==> src/rtl/tl_ctrl_pkg.sv <==
// Shared types for the intersection controller: per-direction light codes,
// controller phases and the round-robin direction helper.
package tl_ctrl_pkg;

  typedef enum logic [1:0] {
    L_RED    = 2'b00,
    L_YELLOW = 2'b01,
    L_GREEN  = 2'b10,
    L_OFF    = 2'b11
  } light_t;

  typedef enum logic [2:0] {
    ALLRED    = 3'd0,
    GREEN     = 3'd1,
    YELLOW    = 3'd2,
    EMG_GREEN = 3'd3,
    FLASH     = 3'd4
  } phase_t;

  function automatic int unsigned next_dir(input int unsigned dir, input int unsigned n);
    return (dir + 1 >= n) ? 0 : dir + 1;
  endfunction

endpackage

==> src/rtl/traffic_light_ctrl_if.sv <==
// Bundle between the intersection top level and the light controller.
interface traffic_light_ctrl_if #(
  parameter int N_DIR = 4
);
  import tl_ctrl_pkg::*;

  localparam int DIR_W = $clog2(N_DIR);

  // No valid/ready: every input is a level sampled on each rising clk edge,
  // every output is registered and meaningful on every cycle.
  logic                 en;
  logic [N_DIR-1:0]     ped_req;
  logic                 emergency;
  logic [DIR_W-1:0]     emg_dir;
  light_t [N_DIR-1:0]   light;
  logic [DIR_W-1:0]     active_dir;
  logic [N_DIR-1:0]     ped_walk;
  phase_t               phase;

  modport master (
    output en, ped_req, emergency, emg_dir,
    input  light, active_dir, ped_walk, phase
  );

  modport slave (
    input  en, ped_req, emergency, emg_dir,
    output light, active_dir, ped_walk, phase
  );

endinterface

==> src/rtl/tl_phase_timer.sv <==
// Loadable phase down-counter: load wins over freeze, counting stops at zero.
module tl_phase_timer #(
  parameter int             CNT_W   = 8,
  parameter logic [CNT_W-1:0] RST_VAL = '0
) (
  input  logic             clk,
  input  logic             rst,
  input  logic             load,
  input  logic             freeze,
  input  logic [CNT_W-1:0] load_val,
  output logic             zero
);

  logic [CNT_W-1:0] count;

  always_ff @(posedge clk or posedge rst) begin
    if (rst) begin
      count <= RST_VAL;
    end else if (load) begin
      count <= load_val;
    end else if (!freeze && count != '0) begin
      count <= count - CNT_W'(1);
    end
  end

  assign zero = (count == '0);

endmodule

==> src/rtl/traffic_light_ctrl.sv <==
// N-way round-robin light controller with pedestrian walk, emergency
// preemption and flash mode. All outputs come straight from registers.
module traffic_light_ctrl
  import tl_ctrl_pkg::*;
#(
  parameter int N_DIR      = 4,
  parameter int CNT_W      = 8,
  parameter int GREEN_CYC  = 20,
  parameter int YELLOW_CYC = 4,
  parameter int ALLRED_CYC = 2,
  parameter int FLASH_CYC  = 5
) (
  input  logic                 clk,
  input  logic                 asyn_reset,
  traffic_light_ctrl_if.slave  bus
);

  localparam int DIR_W = $clog2(N_DIR);

  phase_t              phase_q, phase_n;
  logic [DIR_W-1:0]    dir_q, dir_n;
  logic                flash_q, flash_n;
  logic [N_DIR-1:0]    pend_q, pend_n;
  logic [N_DIR-1:0]    walk_q, walk_n;
  light_t [N_DIR-1:0]  light_q, light_n;

  logic                t_load, t_freeze, t_zero;
  logic [CNT_W-1:0]    t_load_val;

  tl_phase_timer #(
    .CNT_W   (CNT_W),
    .RST_VAL (CNT_W'(ALLRED_CYC - 1))
  ) u_timer (
    .clk      (clk),
    .rst      (asyn_reset),
    .load     (t_load),
    .freeze   (t_freeze),
    .load_val (t_load_val),
    .zero     (t_zero)
  );

  always_ff @(posedge clk or posedge asyn_reset) begin
    if (asyn_reset) begin
      phase_q <= ALLRED;
      dir_q   <= '0;
      flash_q <= 1'b0;
      pend_q  <= '0;
      walk_q  <= '0;
      for (int i = 0; i < N_DIR; i++) light_q[i] <= L_RED;
    end else begin
      phase_q <= phase_n;
      dir_q   <= dir_n;
      flash_q <= flash_n;
      pend_q  <= pend_n;
      walk_q  <= walk_n;
      light_q <= light_n;
    end
  end

  always_comb begin
    phase_n    = phase_q;
    dir_n      = dir_q;
    flash_n    = flash_q;
    t_load     = 1'b0;
    t_freeze   = 1'b0;
    t_load_val = '0;
    pend_n     = pend_q | bus.ped_req;
    if (!bus.en) begin
      // Flash blinks on its own timer; entry always starts on the yellow half.
      if (phase_q != FLASH) begin
        phase_n    = FLASH;
        flash_n    = 1'b0;
        t_load     = 1'b1;
        t_load_val = CNT_W'(FLASH_CYC - 1);
      end else if (t_zero) begin
        flash_n    = ~flash_q;
        t_load     = 1'b1;
        t_load_val = CNT_W'(FLASH_CYC - 1);
      end
    end else begin
      case (phase_q)
        ALLRED: begin
          if (t_zero) begin
            t_load = 1'b1;
            if (bus.emergency) begin
              phase_n = EMG_GREEN;
              dir_n   = bus.emg_dir;
            end else begin
              phase_n    = GREEN;
              t_load_val = CNT_W'(GREEN_CYC - 1);
            end
          end
        end
        GREEN: begin
          if (bus.emergency && bus.emg_dir == dir_q) begin
            phase_n = EMG_GREEN;
            t_load  = 1'b1;
          end else if (bus.emergency || t_zero) begin
            phase_n    = YELLOW;
            t_load     = 1'b1;
            t_load_val = CNT_W'(YELLOW_CYC - 1);
          end
        end
        YELLOW: begin
          if (t_zero) begin
            phase_n    = ALLRED;
            dir_n      = DIR_W'(next_dir(32'(dir_q), N_DIR));
            t_load     = 1'b1;
            t_load_val = CNT_W'(ALLRED_CYC - 1);
          end
        end
        EMG_GREEN: begin
          if (!bus.emergency) begin
            phase_n    = YELLOW;
            t_load     = 1'b1;
            t_load_val = CNT_W'(YELLOW_CYC - 1);
          end else begin
            t_freeze = 1'b1;
          end
        end
        default: begin
          phase_n    = ALLRED;
          dir_n      = '0;
          t_load     = 1'b1;
          t_load_val = CNT_W'(ALLRED_CYC - 1);
        end
      endcase
    end
    // A press on the green-entry edge itself is kept for the next green.
    if (phase_n == GREEN && phase_q != GREEN) pend_n[dir_n] = bus.ped_req[dir_n];
  end

  always_comb begin
    walk_n = '0;
    if (phase_n == GREEN) begin
      if (phase_q == GREEN) walk_n = walk_q;
      else                  walk_n[dir_n] = pend_q[dir_n];
    end
    for (int i = 0; i < N_DIR; i++) begin
      light_n[i] = L_RED;
      case (phase_n)
        GREEN, EMG_GREEN: if (DIR_W'(i) == dir_n) light_n[i] = L_GREEN;
        YELLOW:           if (DIR_W'(i) == dir_n) light_n[i] = L_YELLOW;
        FLASH:            light_n[i] = flash_n ? L_OFF : L_YELLOW;
        default:          light_n[i] = L_RED;
      endcase
    end
  end

  assign bus.light      = light_q;
  assign bus.active_dir = dir_q;
  assign bus.ped_walk   = walk_q;
  assign bus.phase      = phase_q;

endmodule

==> src/flat_wrapper.sv <==
// flat-port wrapper written by rule: the top's interface ports become plain ports
module traffic_light_ctrl_flat import tl_ctrl_pkg::*;
#(
  parameter int N_DIR      = 4,
  parameter int CNT_W      = 8,
  parameter int GREEN_CYC  = 20,
  parameter int YELLOW_CYC = 4,
  parameter int ALLRED_CYC = 2,
  parameter int FLASH_CYC  = 5
)
  (clk, asyn_reset, bus_en, bus_ped_req, bus_emergency, bus_emg_dir, bus_light, bus_active_dir, bus_ped_walk, bus_phase);
  traffic_light_ctrl_if #(.N_DIR(N_DIR)) bus_i ();
  input  logic clk;
  input  logic asyn_reset;
  input wire logic [$bits(bus_i.en)-1:0] bus_en;
  input wire logic [$bits(bus_i.ped_req)-1:0] bus_ped_req;
  input wire logic [$bits(bus_i.emergency)-1:0] bus_emergency;
  input wire logic [$bits(bus_i.emg_dir)-1:0] bus_emg_dir;
  output wire logic [$bits(bus_i.light)-1:0] bus_light;
  output wire logic [$bits(bus_i.active_dir)-1:0] bus_active_dir;
  output wire logic [$bits(bus_i.ped_walk)-1:0] bus_ped_walk;
  output wire logic [$bits(bus_i.phase)-1:0] bus_phase;
  assign bus_i.en = bus_en;
  assign bus_i.ped_req = bus_ped_req;
  assign bus_i.emergency = bus_emergency;
  assign bus_i.emg_dir = bus_emg_dir;
  assign bus_light = bus_i.light;
  assign bus_active_dir = bus_i.active_dir;
  assign bus_ped_walk = bus_i.ped_walk;
  assign bus_phase = bus_i.phase;
  traffic_light_ctrl #(.N_DIR(N_DIR), .CNT_W(CNT_W), .GREEN_CYC(GREEN_CYC), .YELLOW_CYC(YELLOW_CYC), .ALLRED_CYC(ALLRED_CYC), .FLASH_CYC(FLASH_CYC)) u_core (.clk(clk), .asyn_reset(asyn_reset), .bus(bus_i));
endmodule
==> config.mk <==
export PLATFORM = sky130hd
export DESIGN_NAME = traffic_light_ctrl_flat
export DESIGN_NICKNAME = d
export VERILOG_FILES = /design/src/rtl/tl_ctrl_pkg.sv /design/src/rtl/traffic_light_ctrl_if.sv /design/src/rtl/tl_phase_timer.sv /design/src/rtl/traffic_light_ctrl.sv /design/src/flat_wrapper.sv
export SDC_FILE = /design/constraint.sdc
export NUM_CORES = 1
export LEC_CHECK = 0
export BUFFER_PORTS_ARGS = -buffer_cell sky130_fd_sc_hd__buf_2
export CORE_MARGIN = 3
export CORE_UTILIZATION = 28
export DETAILED_ROUTE_END_ITERATION = 6
export HOLD_SLACK_MARGIN = 0.05
export PLACE_DENSITY = 0.49
export SLEW_MARGIN = 30
export SYNTH_ARGS = -nofsm -noshare
export SYNTH_HDL_FRONTEND = slang
export SYNTH_HIERARCHICAL = 1
export SYNTH_SLANG_ARGS = --single-unit
==> constraint.sdc <==
create_clock -name clk -period 2.8 [get_ports clk]
set_input_delay 0.28 -clock clk [delete_from_list [all_inputs] [get_ports clk]]
set_output_delay 0.28 -clock clk [all_outputs]
set_load 0.02 [all_outputs]
* Word-level counts from Yosys, hierarchy flattened
Index checks and enable logic that the tools add are counted.
Word-level totals: register bits after elaboration 30, output and inout bits 17, logic and storage cells 109
Operators by class: add/sub/neg operators 2, magnitude comparators 3, equal/unequal tests 14, mux-type cells 63, bitwise gates (word level) 3, reduce and logical (&&, ||, !) cells 14
Operators with widths (count):
- $mux W8 | 6
- $pmux W8 S4 | 1
- $pmux W2 S3 | 5
- $mux W2 | 13
- $mux W3 | 8
- $mux W1 | 20
- $eq A3 B2 Y1 const B | 4
- $mux W4 | 3
- $pmux W3 S4 | 1
- $logic_not A8 Y1 | 1
- $reduce_bool A8 Y1 | 1
- $sub A8 B1 Y8 const B | 1
- $eq A3 B1 Y1 const B | 2
- $reduce_or A2 Y1 | 3
- $mux W5 | 1
- $and A4 B4 Y4 | 1
- $bmux W1 S2 | 2
- $bwmux W4 | 1
- $eq A2 B2 Y1 const A | 2
- $logic_and A1 B1 Y1 | 4
- $or A4 B4 Y4 | 1
- $add A2 B1 Y3 const B | 1
- $eq A3 B3 Y1 const B | 1
- $ge A3 B3 Y1 const B | 1
- 15 further kinds | 15

* Logic depth before layout (Yosys ltp)
depth in word-level cells 13, mapped depth 11

* Cells and area by module
The synthesis kept the hierarchy.
By module, submodules not included:
- traffic_light_ctrl | instances 1, cells an instance 133, area each 1322.5 um2
- tl_phase_timer | instances 1, cells an instance 58, area each 541.8 um2

* Worst setup path before layout
No wires, ideal clock.
path kind register to register, from register u_core.u_timer.count[0], to register u_core.pend_q[0], data arrival time 2.262 ns, path slack 0.411 ns, cell stages (with the launch flop) 10, period minus slack after synthesis 2.389 ns, cell sequence dfstp_2 inv_1 ha_1 nor2b_1 and3_1 nor4b_2 a221oi_2 and2_4 o21ai_4 o32a_1
Between the ends: cells in the longest elaborated chain, start to end 10, elaborated cells on any way between the ends 23
RTL lines:
- from (decl) | RTL line tl_phase_timer.sv:14 | logic [CNT_W-1:0] count;
- from (signal assigned) | RTL line tl_phase_timer.sv:20 | count <= load_val;
- from (signal assigned) | RTL line tl_phase_timer.sv:22 | count <= count - CNT_W'(1);
- $logic_not A8 Y1 * | RTL line tl_phase_timer.sv:26 | assign zero = (count == '0);
- named net u_core.t_zero | RTL line traffic_light_ctrl.sv:27 | logic t_load, t_freeze, t_zero;
- $mux W2, on equally long branches | RTL line traffic_light_ctrl.sv:105, traffic_light_ctrl.sv:83
- $pmux W2 S3 * | RTL line traffic_light_ctrl.sv:81 | case (phase_q)
- $mux W2 * | RTL line traffic_light_ctrl.sv:68 | if (!bus.en) begin
- named net u_core.dir_n[0] | RTL line traffic_light_ctrl.sv:21 | logic [DIR_W-1:0] dir_q, dir_n;
- $lt A2 B3 Y1 (not written as such) or $ge A2 B1 Y1 (tied branches) | RTL line traffic_light_ctrl.sv:130 | if (phase_n == GREEN && phase_q != GREEN) pend_n[dir_n] = bus.ped_req[dir_n];
- $logic_and A1 B1 Y1 (not written as such) | RTL line traffic_light_ctrl.sv:130
- $mux W1 (not written as such) | RTL line traffic_light_ctrl.sv:130
- $demux W1 S2
- $bwmux W4 * | RTL line traffic_light_ctrl.sv:130
- $mux W4 * | RTL line traffic_light_ctrl.sv:130
- named net u_core.pend_n[0] | RTL line traffic_light_ctrl.sv:23 | logic [N_DIR-1:0] pend_q, pend_n;
- to (signal assigned) | RTL line traffic_light_ctrl.sv:54 | pend_q <= pend_n;
- to (decl) | RTL line traffic_light_ctrl.sv:23
The timed path passes the listed nets; every way through them passes the cells marked *. The select of a mux whose other input is x is not followed. A chain may end at the register's enable or synchronous reset.

* Final worst setup path
Same ends and word-level chain as after synthesis.

==> flow_metrics.py <==
metrics = {
    "placed_design": {
        "dp_slack_ns": 0.2402,
        "place_congestion": 0.7737,
        "placedInstanceArea_um2": 2095,
        "io_buffers": 26,
        "dp_hpwl_um": 3213,
    },
    "routing": {
        "dr.pass1.iters": 4,
        "ant_nets": 0,
        "wl_met3_um": 136,
        "drtIter0Drc": 82,
        "wl_met2_um": 2057,
        "wl_per_cell_um": 13.72,
        "highest_layer": "met4",
        "wl_met1_um": 1948,
        "finalWirelength_um": 4186,
        "route.vias.total": 1476,
        "drc": 0,
        "routed_via_density": 4.839,
    },
    "global_route": {
        "grt_pass1_wl_um": 7410,
        "gr-total-overflow": 0,
        "grt_max_degree": 23,
        "grt_antenna_before_repair": 0,
        "grt_pass1_vias": 1502,
        "gr-usage-all-layers_pct": 12.27,
    },
    "yosys": {
        "yosysTopAreaCellShare_pct": 38.93,
        "async_flop_share_pct": 100.0,
        "netlist_area_um2": 1864,
        "synth_ff_type": "dfrtp_1",
        "yosys_warnings": 6,
        "yosysMostFrequentCell": "dfrtp_1",
        "syn_area_per_cell_um2": 9.761,
        "synth_edf_count": 0,
        "seq_area_frac_synth_pct": 40.34,
        "netlist_top_cells_count": "dfrtp_1 (29), nand2_1 (18), nor2_1 (17)",
        "ys_ff_latch": 30,
        "synth_top_area_cell": "dfrtp_1",
        "syn_inst": 191,
        "synth.distinct_cells": 68,
        "synth_area_leaders": "dfrtp_1 (39%), nand2_1 (3.6%), nor2_1 (3.4%)",
    },
    "run": {
        "maxCapViolCount": 0,
    },
    "sta": {
        "tightest_slew_ns": 0.8390,
        "maxSlewViolCount": 0,
        "period_share_pct": 91.84,
        "tns_ns": 0,
        "fin_ws_ns": 0.2284,
        "rsz0062_at_grt": "false",
        "fin_crit_ns": 2.572,
        "finalClockSkew_ns": 0.005034,
        "fmax_mhz": 388.9,
        "setup-violations-final": 0,
        "hold_viol_final": 0,
        "maxSlewHeadroom_pct": 44.01,
    },
    "clock_network": {
        "clk_path_buf_depth": 2,
        "numCtsBuffers": 5,
        "clk_pin_slew_worst_paths_ns": 0.07,
        "cts_sinks": 30,
        "clk_latency_ns": 0.28,
        "cts_max_level": 2,
        "cts_tree": "built",
        "cts_root_buf": "clkbuf_8",
    },
    "worst_setup_path": {
        "worstPathRequired_ns": 2.97,
        "cp_max_fo": 9,
        "worstSetupStartpointType": "flop",
        "path_class": "flop to flop",
        "crit_arrival_ns": 2.74,
        "cp_slowest_cell": "dfstp_2",
        "path_cells": "inv_1 -> ha_1 -> nor2b_1 -> and3_1 -> nor4b_2 -> a221oi_2 -> and2_4 -> o21ai_4 -> o32a_1",
        "crit_path_end_kind": "flop",
        "cpPeakStageDelay_ns": 0.56,
    },
    "layout": {
        "fin_area_um2": 2200,
        "final_net_count": 240,
        "area_delta_synth_final_pct": 17.99,
        "final_util_pct": 34.44,
        "antenna_cells": 0,
        "drive_gt1_share_pct": 31.58,
    },
    "floorplan": {
        "die_h_um": 87.60,
        "core_area_um2": 6386,
        "die_w_um": 87.60,
        "die-area_um2": 7673,
        "start_util_pct": 29.19,
        "io_pins": 27,
        "rows": 29,
    },
    "power_and_ir_drop": {
        "leakage_nw": 0.9758,
        "power_mw": 1.182,
        "p_per_area_nw_per_um2": 537.5,
        "irDropWorstVdd_v": 0.0002054,
    },
    "status": {
        "status": "finished, final reports clean",
    },
    "worst_hold_path": {
        "hp-class": "primary input to flop",
    },
}
repair_timing:
action,4_1_cts,5_1_grt
hold buffers,1,0
setup buffers,0,0
endpoints found under the hold margin,7,0
gates resized for setup,0,0
setup endpoints to repair,0,0
flip-flops by register name, indices dropped and copies added (netlist names):
signal / cells
u_core/u_timer/count: 8
u_core/pend_q: 4
u_core/bus.light: 8
u_core/bus.ped_walk: 4
u_core/bus.phase: 3
u_core/flash_q: 1
u_core/bus.active_dir: 2
where the power goes:
part	switching, mW	internal (mW)	leakage, nW	total [mW]
registers	0.0458	0.473	0.372	0.519
logic	0.155	0.137	0.557	0.292
clock network	0.174	0.197	0.0472	0.371
total	0.375	0.807	0.976	1.18
cells by family (layout without fill, tap and decap cells):
logic type      after synthesis  count (layout)  synth area share (%)
compound gates               56              56                 24.43
xor+xnor                      6               6                 2.819
fa+ha+maj                     3               3                 2.014
buf+inv                      17              51                 5.033
flops                        30              30                 40.34
mux                           3               3                 1.678
other cells                   1               4                0.2011
simple gates                 75              75                 23.49
stage by stage:
| step | instances | hold WS, ns |
|---|---|---|
| finish | 305 | 0.2232 |
| floorplan | 194 | 0.09494 |
| CTS | 305 | 0.2101 |
| global placement | 296 | 0.2681 |
| global route | 305 | 0.2418 |
| detailed placement | 296 | 0.2720 |
metal layers:
layer | global-route usage (%) | vias to the layer above
met5 | 0 | -
met4 | 3.487 | 0
met3 | 2.916 | 7
met2 | 19.66 | 22
met1 | 16.52 | 698
li1 | - | 749
area by class of cell:
type                       instances  area, um^2
clock buffer                       6       82.58
clock inverter                     2       12.51
fill                             663        4187
inverter                           9       33.78
multi-input combinational        147        1030
sequential                        30       752.0
tap                               77       96.34
timing repair buffer              34       192.7
layout by cell type (no fill, tap or decap), drive strengths merged, types with 2 or more instances in the layout:
cell,count
nand2b,7
a31oi,2
and2b,3
and3,3
nand4b,2
buf,33
a211oi,3
o311ai,2
inv,9
nor2,20
mux2i,2
and2,2
a21boi,2
or3b,2
nor2b,4
nand3,3
clkbuf,6
ha,3
dfrtp,29
nand2,19
a21oi,8
o21bai,2
o21ai,17
conb,4
xor2,2
or2,2
o22a,2
nor3,3
xnor2,4
nor4b,2
o31ai,7
path summary, 6_finish.rpt:
kind	startpoint	end	slack, ns	cells past startpoint
min	bus_ped_req[0]	u_core/pend_q[0]	0.22	2
min reg2reg	u_core/bus.ped_walk[3]	u_core/bus.ped_walk[3]	0.48	2
max	u_core/u_timer/count[0]	u_core/pend_q[0]	0.23	9
max reg2reg	u_core/u_timer/count[0]	u_core/pend_q[0]	0.23	9
min in group asynchronous	asyn_reset	u_core/u_timer/count[2]	0.50	3
max in group asynchronous	asyn_reset	u_core/bus.light[0]	1.56	3
critical path: cells and delay by family, from the launching register on:
kind	cells	cell delay (ns)
flip-flops	1	0.56
AO/OA/AOI/OAI	3	0.76
adder cells (fa/ha/maj)	1	0.20
buffers and inverters	1	0.06
AND/OR/NAND/NOR	4	0.90
Power figures use the tool's default switching activity.
